--- src/rtl/uart_rx_fifo.sv ---
`default_nettype none
// +--------------------------------------------------------------------------+
// | Module   : uart_rx_fifo                                                  |
// | Purpose  : 8N1 UART receiver with show-ahead byte FIFO and activity LED. |
// |            Optional even-parity framing when UART_RX_PARITY_EN is set.   |
// | Revision : 1.0 - initial release                                         |
// +--------------------------------------------------------------------------+
module uart_rx_fifo #(
  parameter int CLK_FREQ   = 50000000,
  parameter int BAUD       = 115200,
  parameter int FIFO_DEPTH = 16,
  parameter int LED_HOLD   = 2500000
) (
  input  logic                          sys_clk_i,
  input  logic                          sys_rst_i,
  input  logic                          uart_rx,
  input  logic                          rd_en,
  output logic [7:0]                    rd_data,
  output logic                          rx_empty,
  output logic                          rx_full,
  output logic [$clog2(FIFO_DEPTH):0]   rx_count,
  output logic                          frame_err,
  output logic                          overrun,
  input  logic                          err_clr,
  output logic                          rx_led
`ifdef UART_RX_PARITY_EN
  ,
  output logic                          parity_err
`endif
);

  localparam int c_CLKS_PER_BIT = CLK_FREQ / BAUD;
  localparam int c_CW = $clog2(c_CLKS_PER_BIT);
  localparam int c_AW = $clog2(FIFO_DEPTH);
  localparam int c_PW = c_AW + 1;
  localparam int c_LW = $clog2(LED_HOLD + 1);

  localparam logic [c_CW-1:0] c_HALF    = c_CW'(c_CLKS_PER_BIT / 2);
  localparam logic [c_CW-1:0] c_TERM    = c_CW'(c_CLKS_PER_BIT - 1);
  localparam logic [c_CW-1:0] c_CNT_ONE = c_CW'(1);
  localparam logic [c_PW-1:0] c_PTR_ONE = c_PW'(1);
  localparam logic [c_PW-1:0] c_FULL    = c_PW'(FIFO_DEPTH);
  localparam logic [c_LW-1:0] c_LED_LD  = c_LW'(LED_HOLD);
  localparam logic [c_LW-1:0] c_LED_ONE = c_LW'(1);

  localparam logic [2:0] c_IDLE   = 3'd0;
  localparam logic [2:0] c_START  = 3'd1;
  localparam logic [2:0] c_DATA   = 3'd2;
  localparam logic [2:0] c_STOP   = 3'd3;
  localparam logic [2:0] c_BREAK  = 3'd4;
`ifdef UART_RX_PARITY_EN
  localparam logic [2:0] c_PARITY = 3'd5;
`endif

  logic            r_sync1, r_rxs, r_rxs_d;
  logic [2:0]      r_state;
  logic [c_CW-1:0] r_cnt;
  logic [2:0]      r_bit_idx;
  logic [7:0]      r_shift;
  logic            r_push_pend;
  logic [7:0]      r_mem [FIFO_DEPTH];
  logic [c_PW-1:0] r_wr, r_rd;
  logic            r_frame_err, r_overrun;
  logic [c_LW-1:0] r_led_cnt;

  logic w_tick, w_fall, w_stop_sample, w_par_ok, w_push_req, w_ferr_set;
  logic w_pop, w_push_ok, w_ovr_set;

  assign w_tick        = (r_cnt == c_TERM);
  assign w_fall        = r_rxs_d & ~r_rxs;
  assign w_stop_sample = (r_state == c_STOP) && w_tick;
  assign w_ferr_set    = w_stop_sample && !r_rxs;

`ifdef UART_RX_PARITY_EN
  logic r_par_bit, r_parity_err;
  assign w_par_ok   = ~(^r_shift ^ r_par_bit);
  assign parity_err = r_parity_err;
`else
  assign w_par_ok   = 1'b1;
`endif

  assign w_push_req = w_stop_sample && r_rxs && w_par_ok;

  always_ff @(posedge sys_clk_i or negedge sys_rst_i) begin
    if (!sys_rst_i) begin
      r_sync1 <= 1'b1;
      r_rxs   <= 1'b1;
      r_rxs_d <= 1'b1;
    end else begin
      r_sync1 <= uart_rx;
      r_rxs   <= r_sync1;
      r_rxs_d <= r_rxs;
    end
  end

  // r_shift holds the received byte until the push cycle; the next frame
  // cannot shift data in before then.
  always_ff @(posedge sys_clk_i or negedge sys_rst_i) begin
    if (!sys_rst_i) begin
      r_state     <= c_IDLE;
      r_cnt       <= '0;
      r_bit_idx   <= 3'd0;
      r_shift     <= 8'h00;
      r_push_pend <= 1'b0;
`ifdef UART_RX_PARITY_EN
      r_par_bit   <= 1'b0;
`endif
    end else begin
      r_push_pend <= w_push_req;
      r_cnt       <= w_tick ? '0 : r_cnt + c_CNT_ONE;
      case (r_state)
        c_IDLE: begin
          if (w_fall) begin
            r_state <= c_START;
            r_cnt   <= c_HALF;
          end
        end
        c_START: begin
          if (w_tick) begin
            r_state   <= r_rxs ? c_IDLE : c_DATA;
            r_bit_idx <= 3'd0;
          end
        end
        c_DATA: begin
          if (w_tick) begin
            r_shift   <= {r_rxs, r_shift[7:1]};
            r_bit_idx <= r_bit_idx + 3'd1;
            if (r_bit_idx == 3'd7) begin
`ifdef UART_RX_PARITY_EN
              r_state <= c_PARITY;
`else
              r_state <= c_STOP;
`endif
            end
          end
        end
`ifdef UART_RX_PARITY_EN
        c_PARITY: begin
          if (w_tick) begin
            r_par_bit <= r_rxs;
            r_state   <= c_STOP;
          end
        end
`endif
        c_STOP: begin
          if (w_tick) r_state <= r_rxs ? c_IDLE : c_BREAK;
        end
        c_BREAK: begin
          if (r_rxs) r_state <= c_IDLE;
        end
        default: r_state <= c_IDLE;
      endcase
    end
  end

  // A pop in the same cycle frees the slot, so a full FIFO still accepts it.
  assign w_pop     = rd_en && !rx_empty;
  assign w_push_ok = r_push_pend && (!rx_full || w_pop);
  assign w_ovr_set = r_push_pend && rx_full && !w_pop;

  always_ff @(posedge sys_clk_i) begin
    if (w_push_ok) r_mem[r_wr[c_AW-1:0]] <= r_shift;
  end

  always_ff @(posedge sys_clk_i or negedge sys_rst_i) begin
    if (!sys_rst_i) begin
      r_wr         <= '0;
      r_rd         <= '0;
      r_frame_err  <= 1'b0;
      r_overrun    <= 1'b0;
      r_led_cnt    <= '0;
`ifdef UART_RX_PARITY_EN
      r_parity_err <= 1'b0;
`endif
    end else begin
      if (w_push_ok) r_wr <= r_wr + c_PTR_ONE;
      if (w_pop)     r_rd <= r_rd + c_PTR_ONE;
      r_frame_err  <= w_ferr_set | (r_frame_err & ~err_clr);
      r_overrun    <= w_ovr_set  | (r_overrun   & ~err_clr);
`ifdef UART_RX_PARITY_EN
      r_parity_err <= (w_stop_sample && !w_par_ok) | (r_parity_err & ~err_clr);
`endif
      if (w_push_ok)               r_led_cnt <= c_LED_LD;
      else if (r_led_cnt != '0)    r_led_cnt <= r_led_cnt - c_LED_ONE;
    end
  end

  assign rx_count  = r_wr - r_rd;
  assign rx_empty  = (r_wr == r_rd);
  assign rx_full   = (rx_count == c_FULL);
  assign rd_data   = rx_empty ? 8'h00 : r_mem[r_rd[c_AW-1:0]];
  assign frame_err = r_frame_err;
  assign overrun   = r_overrun;
  assign rx_led    = (r_led_cnt != '0);

endmodule
`default_nettype wire

--- config.mk ---
export PLATFORM = sky130hd
export DESIGN_NAME = uart_rx_fifo
export DESIGN_NICKNAME = d
export VERILOG_FILES = /design/src/rtl/uart_rx_fifo.sv
export SDC_FILE = /design/constraint.sdc
export NUM_CORES = 1
export LEC_CHECK = 0
export CAP_MARGIN = 5
export CELL_PAD_IN_SITES_DETAIL_PLACEMENT = 0
export CELL_PAD_IN_SITES_GLOBAL_PLACEMENT = 2
export CORE_ASPECT_RATIO = 0.8
export CORE_MARGIN = 1.5
export CORE_UTILIZATION = 52
export CTS_BUF_LIST = sky130_fd_sc_hd__clkbuf_8
export CTS_CLUSTER_SIZE = 25
export DETAILED_ROUTE_END_ITERATION = 8
export PLACE_DENSITY_LB_ADDON = 0.1
export SYNTH_ARGS = -nofsm -noshare
export SYNTH_HDL_FRONTEND = slang
export SYNTH_SLANG_ARGS = --single-unit
--- constraint.sdc ---
create_clock -name sys_clk_i -period 8.59 [get_ports sys_clk_i]
set_input_delay 1.718 -clock sys_clk_i [delete_from_list [all_inputs] [get_ports sys_clk_i]]
set_output_delay 1.718 -clock sys_clk_i [all_outputs]
set_load 0.03 [all_outputs]
==> reports/qor.csv, run 1 <==
metric;value;unit
dr.pass1.iters;4;
p_sw_frac;0.304;
ys_ff_latch;189;
post-place-ws;3660;ps
dpl.hpwl;9630;µm
antenna_found_initial;0;
synth.most_common_cell;edfxtp_1;
synth-warning-count;0;
place_area;0.00856;mm²
clk_path_buf_depth;2;
n_fill_cell;1146;
status;finished, final reports clean;
timing.fmax;186;MHz
ctsResizeCount;0;
endpoint_kind;output pin;
synth_edf_count;128;
synth_seq_area_share;0.661;
fin_util;0.594;
synth_top_cells_by_area;edfxtp_1 (47%), dfrtp_1 (18%), mux4_2 (11%);
gp_congestion;0.763;
synth_cell_types;62;
power_frac_comb;0.256;
leakagePower;3.21;nW
cap_violations;0;
track_usage;0.194;
cts_root_buf;clkbuf_8;
start_util;0.536;
setup_ws;3220;ps
irDropWorstVdd;0.141;mV
required;6870;ps
worstSetupStartpointType;flop;
tns;0;ps
holdWs;362;ps
drv_slew;0;
synthesis.area;0.00813;mm²
avgSynthCellArea;16.0;µm²
drive_above_1_share;0.187;
routed_wirelength;14400;µm
dp.cells;724;
setup_violations;0;
hold_violations;0;
fin_crit_sh;0.626;
min_path_type;reg -> reg;
worstMarginPinSlew;1120;ps
final_area;0.00900;mm²
fin_nets;553;
pwr-share-seq;0.463;
row_count;40;
vias_per_cell;5.67;
power_frac_clock;0.281;
clk_pin_slew;90;ps
die_x;143;µm
ys_async_sr_fraction;0.323;
die_area;0.0164;mm²
grt_pass1_vias;4377;
globalRouteOverflowTotal;0;
final_antenna_net_count;0;
fin_skew;15.0;ps
drt-initial-drc-count;360;
numClockSinks;189;
p_per_area;255;mW/mm²
worstSetupPathType;reg -> out;
boundaryPins;23;
synthTopCellsByCount;edfxtp_1 (128), dfrtp_1 (58), mux4_2 (40), nor2_1 (30), and3_1 (18);
cts_buffers;17;
critPathMaxFanout;35;
core;0.0152;mm²
vias;4289;
synth_nets;527;
fin_crit;5370;ps
synth_top_area_frac;0.473;
instances_no_fill;756;
rsz0062_at_grt;no;
antenna-diode-count;0;
port_buffers;22;
drc_errors;0;
cts_tree;built;
slew_headroom;0.255;
grt_max_degree;62;
yosysTopAreaCell;edfxtp_1;
power_switching;0.698;mW
grt_pass1_wl;23500;µm
arrival;3660;ps
cts_setup_buffers;0;
hold_buffers;0;
wl_per_cell;19.0;µm
power;2.30;mW
postSynthCellCount;507;
area_growth;10.8;%
die_h;115;µm
ys.flop_type;edfxtp_1;
p_int;1.60;mW
insertion_delay;450;ps
htreeDepth;4;
## per-layer routing
metal	up-vias	GRT usage	routed length (µm)
met1	2178	0.279	7090
li1	2029	-	-
met2	77	0.302	6730
met4	0	0.0564	58
met3	5	0.0421	514
met5	-	0	0
## cell usage in the layout, fill, tap and decap left out, types with 6 or more instances in the layout
cell type and n:
a21oi_1 11, o21ai_0 13, nor2b_1 13, ha_1 14
or3_1 13, mux2_2 11, nor2_1 30, edfxtp_1 128
or4_1 6, clkdlybuf4s50_1 21, dfrtp_1 57, nand3_1 7
clkbuf_8 17, xnor2_1 11, nand2_1 12, nand4_1 6
mux4_2 40, nor4_1 7, xor2_1 12, inv_1 16
and3_1 18
## power by group through the flow
stage,combinational [mW],clock [mW],sequential [mW]
finish,0.589,0.646,1.06
detailed placement,0.598,0,1.08
global placement,0.586,0,1.08
global route,0.644,0.695,1.07
floorplan,0.454,0,1.05
CTS,0.599,0.661,1.06
## state kept, by name (all words and copies together), names as in the netlist
signal       flops
r_wr             5
r_state          3
r_bit_idx        3
r_push_pend      1
r_rxs            1
r_rd             5
overrun          1
r_rxs_d          1
r_sync1          1
r_mem          128
frame_err        1
r_led_cnt       22
r_shift          8
r_cnt            9
## logic make-up after synthesis
| kind of cell | count (synthesis) | share of synthesized area |
|---|---|---|
| flops | 189 | 0.661 |
| simple gates | 138 | 0.0965 |
| xor+xnor | 23 | 0.0248 |
| compound gates | 54 | 0.0474 |
| fa+ha+maj | 15 | 0.0240 |
| mux | 53 | 0.129 |
| buf+inv | 35 | 0.0174 |
## worst paths after layout
path                                start       endpoint  slack [ps]  cells after the start
worst min-delay path              r_sync1          r_rxs         360                      0
worst max register to register    r_rd[1]  r_led_cnt[10]        5070                      9
max in group asynchronous       sys_rst_i        r_rd[0]        6610                      2
worst min register to register    r_sync1          r_rxs         360                      0
min in group asynchronous       sys_rst_i        r_rd[2]        1430                      2
worst max-delay path              r_rd[1]        rx_full        3220                      7
## cell type report
cell class	instances	area, µm²	share of cell area
Sequential cell	189	5380	0.597
Timing Repair Buffer	26	245	0.0272
Inverter	16	60.1	0.00667
Multi-Input combinational cell	283	2620	0.290
Tap cell	210	263	0.0292
Clock inverter	15	210	0.0233
Clock buffer	17	234	0.0260
## worst max-delay path: stages (launching register included)
cell,delay (ps)
dfrtp_1,330
buf_4,410
inv_1,170
fa_1,460
xor2_1,180
or3_1,370
a2111oi_4,520
clkdlybuf4s50_1,760
(Power assumes the default switching activity.)
==> inputs of run 2 (changes only) <==
--- a/config.mk
+++ b/config.mk
@@ -10,7 +10,7 @@
 export CELL_PAD_IN_SITES_GLOBAL_PLACEMENT = 2
 export CORE_ASPECT_RATIO = 0.8
 export CORE_MARGIN = 1.5
-export CORE_UTILIZATION = 52
+export CORE_UTILIZATION = 43
 export CTS_BUF_LIST = sky130_fd_sc_hd__clkbuf_8
 export CTS_CLUSTER_SIZE = 25
 export DETAILED_ROUTE_END_ITERATION = 8
==> constraint.sdc (replaced) <==
create_clock -name sys_clk_i -period 4.9 [get_ports sys_clk_i]
set_input_delay 0.98 -clock sys_clk_i [delete_from_list [all_inputs] [get_ports sys_clk_i]]
set_output_delay 0.98 -clock sys_clk_i [all_outputs]
set_load 0.03 [all_outputs]
==> run 2 against run 1 <==
  * Via count shrank 0.91%
  * Global-route usage down 3.0 points
  * Total power grew 78%
  * Worst setup slack lost 2800 ps
  * Clock skew is 1.9 ps lower
  * Count of clock-buffer cells in the layout grew 3
  * Register-to-register slack got worse by 3500 ps
  * Worst hold slack lost 9.6 ps
  * Sequential power up 76%
  * Highest routed layer unchanged
  * Clock power increased by 83%
  * Sequential share of layout area down 0.51 points
==> reports/qor.csv, run 2 (same netlist as run 1, synthesis figures left out) <==
metric;value;unit
status;finished, final reports clean;
die_x;157;µm
final_common_cell;edfxtp_1;
fin_crit_sh;0.916;
worstSetupStartpointType;flop;
drt-initial-drc-count;268;
clk_pin_slew;100;ps
vias_per_cell;5.32;
tns;0;ps
cp_common_cell;inv_1;
p_per_area;450;mW/mm²
cts_buffers;17;
hold_violations;0;
largest_reg_flops;128;
gp_congestion;0.773;
worstMarginPinSlew;1190;ps
drive_above_1_share;0.183;
cp_top_family;buffers and inverters;
rsz0062_at_grt;no;
globalRouteOverflowTotal;0;
wl_per_cell;18.6;µm
path_cells;inv_1 -> ha_1 -> inv_1 -> fa_1 -> xor2_1 -> or3_1 -> a2111oi_4 -> clkdlybuf4s50_1;
slew_headroom;0.208;
ctsResizeCount;0;
die_area;0.0197;mm²
timing.fmax;223;MHz
fin_nets;553;
cts_root_buf;clkbuf_8;
drv_slew;0;
antenna-diode-count;0;
grt_pass1_vias;4402;
port_buffers;22;
cts_tree;built;
final_area;0.00908;mm²
fin_skew;13.1;ps
rrSetupSlack;1550;ps
boundaryPins;23;
grt_max_degree;57;
cts_setup_buffers;0;
insertion_delay;450;ps
grt_use_met2;0.251;
setup_violations;0;
n_fill_cell;1537;
numClockSinks;189;
met1_usage;0.237;
core;0.0183;mm²
vias;4250;
final_antenna_net_count;0;
power;4.09;mW
min_path_type;in -> async;
endpoint_kind;output pin;
path_buf_inv;3;
antenna_found_initial;1;
routed_wirelength;14800;µm
irDropWorstVdd;0.198;mV
area_growth;11.7;%
top_usage_layer;met2;
clk_path_buf_depth;2;
start_util;0.443;
dr.pass1.iters;5;
die_h;126;µm
use_met3;0.0392;
htreeDepth;4;
fin_crit;4490;ps
hold_buffers;0;
dpl.hpwl;9920;µm
setup_ws;411;ps
slowest_stage;clkdlybuf4s50_1;
post-place-ws;873;ps
fin_util;0.495;
cap_violations;0;
track_usage;0.164;
leakagePower;3.22;nW
grt_pass1_wl;24300;µm
place_area;0.00861;mm²
final_cell_mix;edfxtp_1 (128), dfrtp_1 (57), mux4_2 (40);
worstSetupPathType;reg -> out;
critPathMaxFanout;6;
critical_path.max_stage_delay;760;ps
row_count;44;
arrival;3510;ps
drc_errors;0;
required;3920;ps
[run 2: routing by layer]
metal | part of all wire | wire (µm) | vias up
li1 | - | - | 2019
met1 | 0.50 | 7400 | 2178
met2 | 0.47 | 6950 | 51
met3 | 0.029 | 429 | 2
met4 | 0.0036 | 53 | 0
met5 | 0 | 0 | -
[run 2: power breakdown]
part           switching, mW  internal, mW  total, mW
sequential             0.105          1.76       1.87
combinational          0.563         0.476       1.04
clock                  0.534         0.645       1.18
total                   1.20          2.88       4.09
[run 2: worst paths after layout]
kind                            from  cells past startpoint            end
setup / recovery             r_wr[0]                      8        rx_full
hold / removal             sys_rst_i                      1        r_rd[3]
setup reg to reg             r_wr[0]                     10  r_led_cnt[10]
hold reg to reg              r_sync1                      0          r_rxs
max in group asynchronous  sys_rst_i                      2        r_rd[0]
min in group sys_clk_i       r_sync1                      0          r_rxs
[run 2: stage by stage]
| stage | hold slack (ps) | instances |
|---|---|---|
| final | 353 | 799 |
| after floorplan | 345 | 507 |
| after global placement | 346 | 767 |
| after CTS | 330 | 799 |
| after detailed placement | 352 | 767 |
| after global routing | 319 | 799 |
[run 2: cell type report]
type	instances	area, µm²	share of cell area
Clock inverter	12	193	0.0212
Inverter	16	60.1	0.00661
Tap cell	253	317	0.0349
Sequential cell	189	5380	0.592
Multi-Input combinational cell	283	2620	0.288
Clock buffer	20	275	0.0303
Timing Repair Buffer	26	245	0.0270
==> inputs of run 3 (changes only) <==
--- a/config.mk
+++ b/config.mk
@@ -10,7 +10,7 @@
 export CELL_PAD_IN_SITES_GLOBAL_PLACEMENT = 2
 export CORE_ASPECT_RATIO = 0.8
 export CORE_MARGIN = 1.5
-export CORE_UTILIZATION = 43
+export CORE_UTILIZATION = 52
 export CTS_BUF_LIST = sky130_fd_sc_hd__clkbuf_8
 export CTS_CLUSTER_SIZE = 25
 export DETAILED_ROUTE_END_ITERATION = 8
==> constraint.sdc (replaced) <==
create_clock -name sys_clk_i -period 5.25 [get_ports sys_clk_i]
set_input_delay 1.05 -clock sys_clk_i [delete_from_list [all_inputs] [get_ports sys_clk_i]]
set_output_delay 1.05 -clock sys_clk_i [all_outputs]
set_load 0.03 [all_outputs]
==> run 3 against run 2 <==
  * Cell count is 5.5% lower
  * Die area is 17% lower
  * First-iteration DRC count is 47% higher
  * Worst setup slack better by 300 ps
  * Core utilization is 9.2 points higher
  * Sequential share of layout area is 1.1 points higher
  * Worst hold slack better by 5.9 ps
==> reports/qor.csv, run 3 (same netlist as run 1, synthesis figures left out) <==
metric;value;unit
grt_max_degree;62;
die_x;143;µm
numClockSinks;189;
r2r_cells;10;
antenna-diode-count;0;
boundaryPins;23;
clk_path_buf_depth;2;
fin_crit_sh;0.864;
port_buffers;22;
vias_per_cell;5.75;
crit_start;r_wr[0];
worstSetupPathType;reg -> out;
rsz0062_at_grt;no;
dr.pass1.iters;4;
worstMarginPinSlew;1130;ps
crit_end;rx_full;
routed_wirelength;14500;µm
worstSetupStartpointType;flop;
drc_errors;0;
htreeDepth;4;
irDropWorstVdd;0.209;mV
cts_root_buf;clkbuf_8;
fin_skew;14.3;ps
rrSetupSlack;1920;ps
tns;0;ps
drv_slew;0;
grt_pass1_wl;23900;µm
area_growth;9.67;%
final_antenna_net_count;0;
cts_buffers;17;
hold_violations;0;
critPathMaxFanout;6;
start_util;0.536;
vias;4338;
r2r_end;r_led_cnt[10];
row_count;40;
hold_buffers;0;
p_per_area;401;mW/mm²
drive_above_1_share;0.182;
wl_per_cell;19.3;µm
arrival;3490;ps
status;finished, final reports clean;
cts_tree;built;
required;4200;ps
slew_headroom;0.245;
grt_pass1_vias;4331;
die_area;0.0164;mm²
fin_nets;553;
clk_pin_slew;100;ps
final_common_cell;edfxtp_1;
gp_congestion;0.754;
core;0.0152;mm²
fin_crit;4540;ps
die_h;115;µm
drt-initial-drc-count;394;
timing.fmax;220;MHz
timing.rr.start;r_wr[0];
ctsResizeCount;0;
leakagePower;3.16;nW
track_usage;0.198;
endpoint_kind;output pin;
largest_reg_flops;128;
holdWs;359;ps
cts_setup_buffers;0;
antenna_found_initial;0;
setup_violations;0;
min_path_type;reg -> reg;
cap_violations;0;
final_cell_mix;edfxtp_1 (128), dfrtp_1 (57), mux4_2 (40);
globalRouteOverflowTotal;0;
insertion_delay;460;ps
dpl.hpwl;9580;µm
==> run 3: changes by cell type in the layout (fill, tap and decap cells not counted) <==
cell        previous run  this run
bufinv_16              5         1
clkbuf_8              20        17
clkinv_1               0         3
clkinv_2               0         1
clkinv_4               0         1
clkinvlp_2             0         1
inv_1                 18        15
inv_6                  1         3
inv_8                  0         1
==> run 3: cell type report <==
| class | instances | area, µm² |
|---|---|---|
| Fill cell | 1176 | 6250 |
| Clock buffer | 17 | 234 |
| Tap cell | 210 | 263 |
| Clock inverter | 14 | 120 |
| Inverter | 16 | 60.1 |
| Sequential cell | 189 | 5380 |
| Timing Repair Buffer | 26 | 245 |
| Multi-Input combinational cell | 283 | 2620 |
==> run 3: routing by layer <==
| metal | vias up | global-route usage | wire length, µm |
|---|---|---|---|
| li1 | 2032 | - | - |
| met1 | 2220 | 0.285 | 6880 |
| met2 | 76 | 0.308 | 6850 |
| met3 | 10 | 0.0437 | 669 |
| met4 | 0 | 0.0612 | 131 |
| met5 | - | 0 | 0 |
==> run 3: where the power goes <==
group	total (mW)	switching [mW]	internal [mW]
Combinational	0.958	0.513	0.445
Clock	0.877	0.504	0.373
Sequential	1.74	0.0948	1.64
==> run 3: worst min-delay path by stage <==
| stage | startpoint | to | slack (ps) | cells past startpoint |
|---|---|---|---|---|
| floorplan | r_sync1 | r_rxs | 350 | 0 |
| global placement | r_sync1 | r_rxs | 350 | 0 |
| detailed placement | r_sync1 | r_rxs | 350 | 0 |
| CTS | r_sync1 | r_rxs | 360 | 0 |
| global route | r_sync1 | r_rxs | 370 | 0 |
| finish | r_sync1 | r_rxs | 360 | 0 |
==> run 3: per-stage QoR <==
stage | std cells | utilization | area (µm²) | setup slack (ps) | total power, mW
2_1_floorplan | 507 | - | 8130 | 1380 | 2.47
3_3_place_gp | 724 | 0.564 | 8560 | 1260 | 2.74
3_5_place_dp | 724 | 0.564 | 8560 | 1160 | 2.75
4_1_cts | 755 | 0.588 | 8910 | 633 | 3.63
5_1_grt | 755 | 0.588 | 8910 | 538 | 3.77
6_report | 755 | 0.588 | 8910 | 712 | 3.57
==> run 3: worst max-delay path: stages (launching register included) <==
cell and delay, ps:
dfrtp_1 430, inv_1 160, ha_1 180, inv_1 50
fa_1 400, xor2_1 180, or3_1 360, a2111oi_4 500
clkdlybuf4s50_1 760
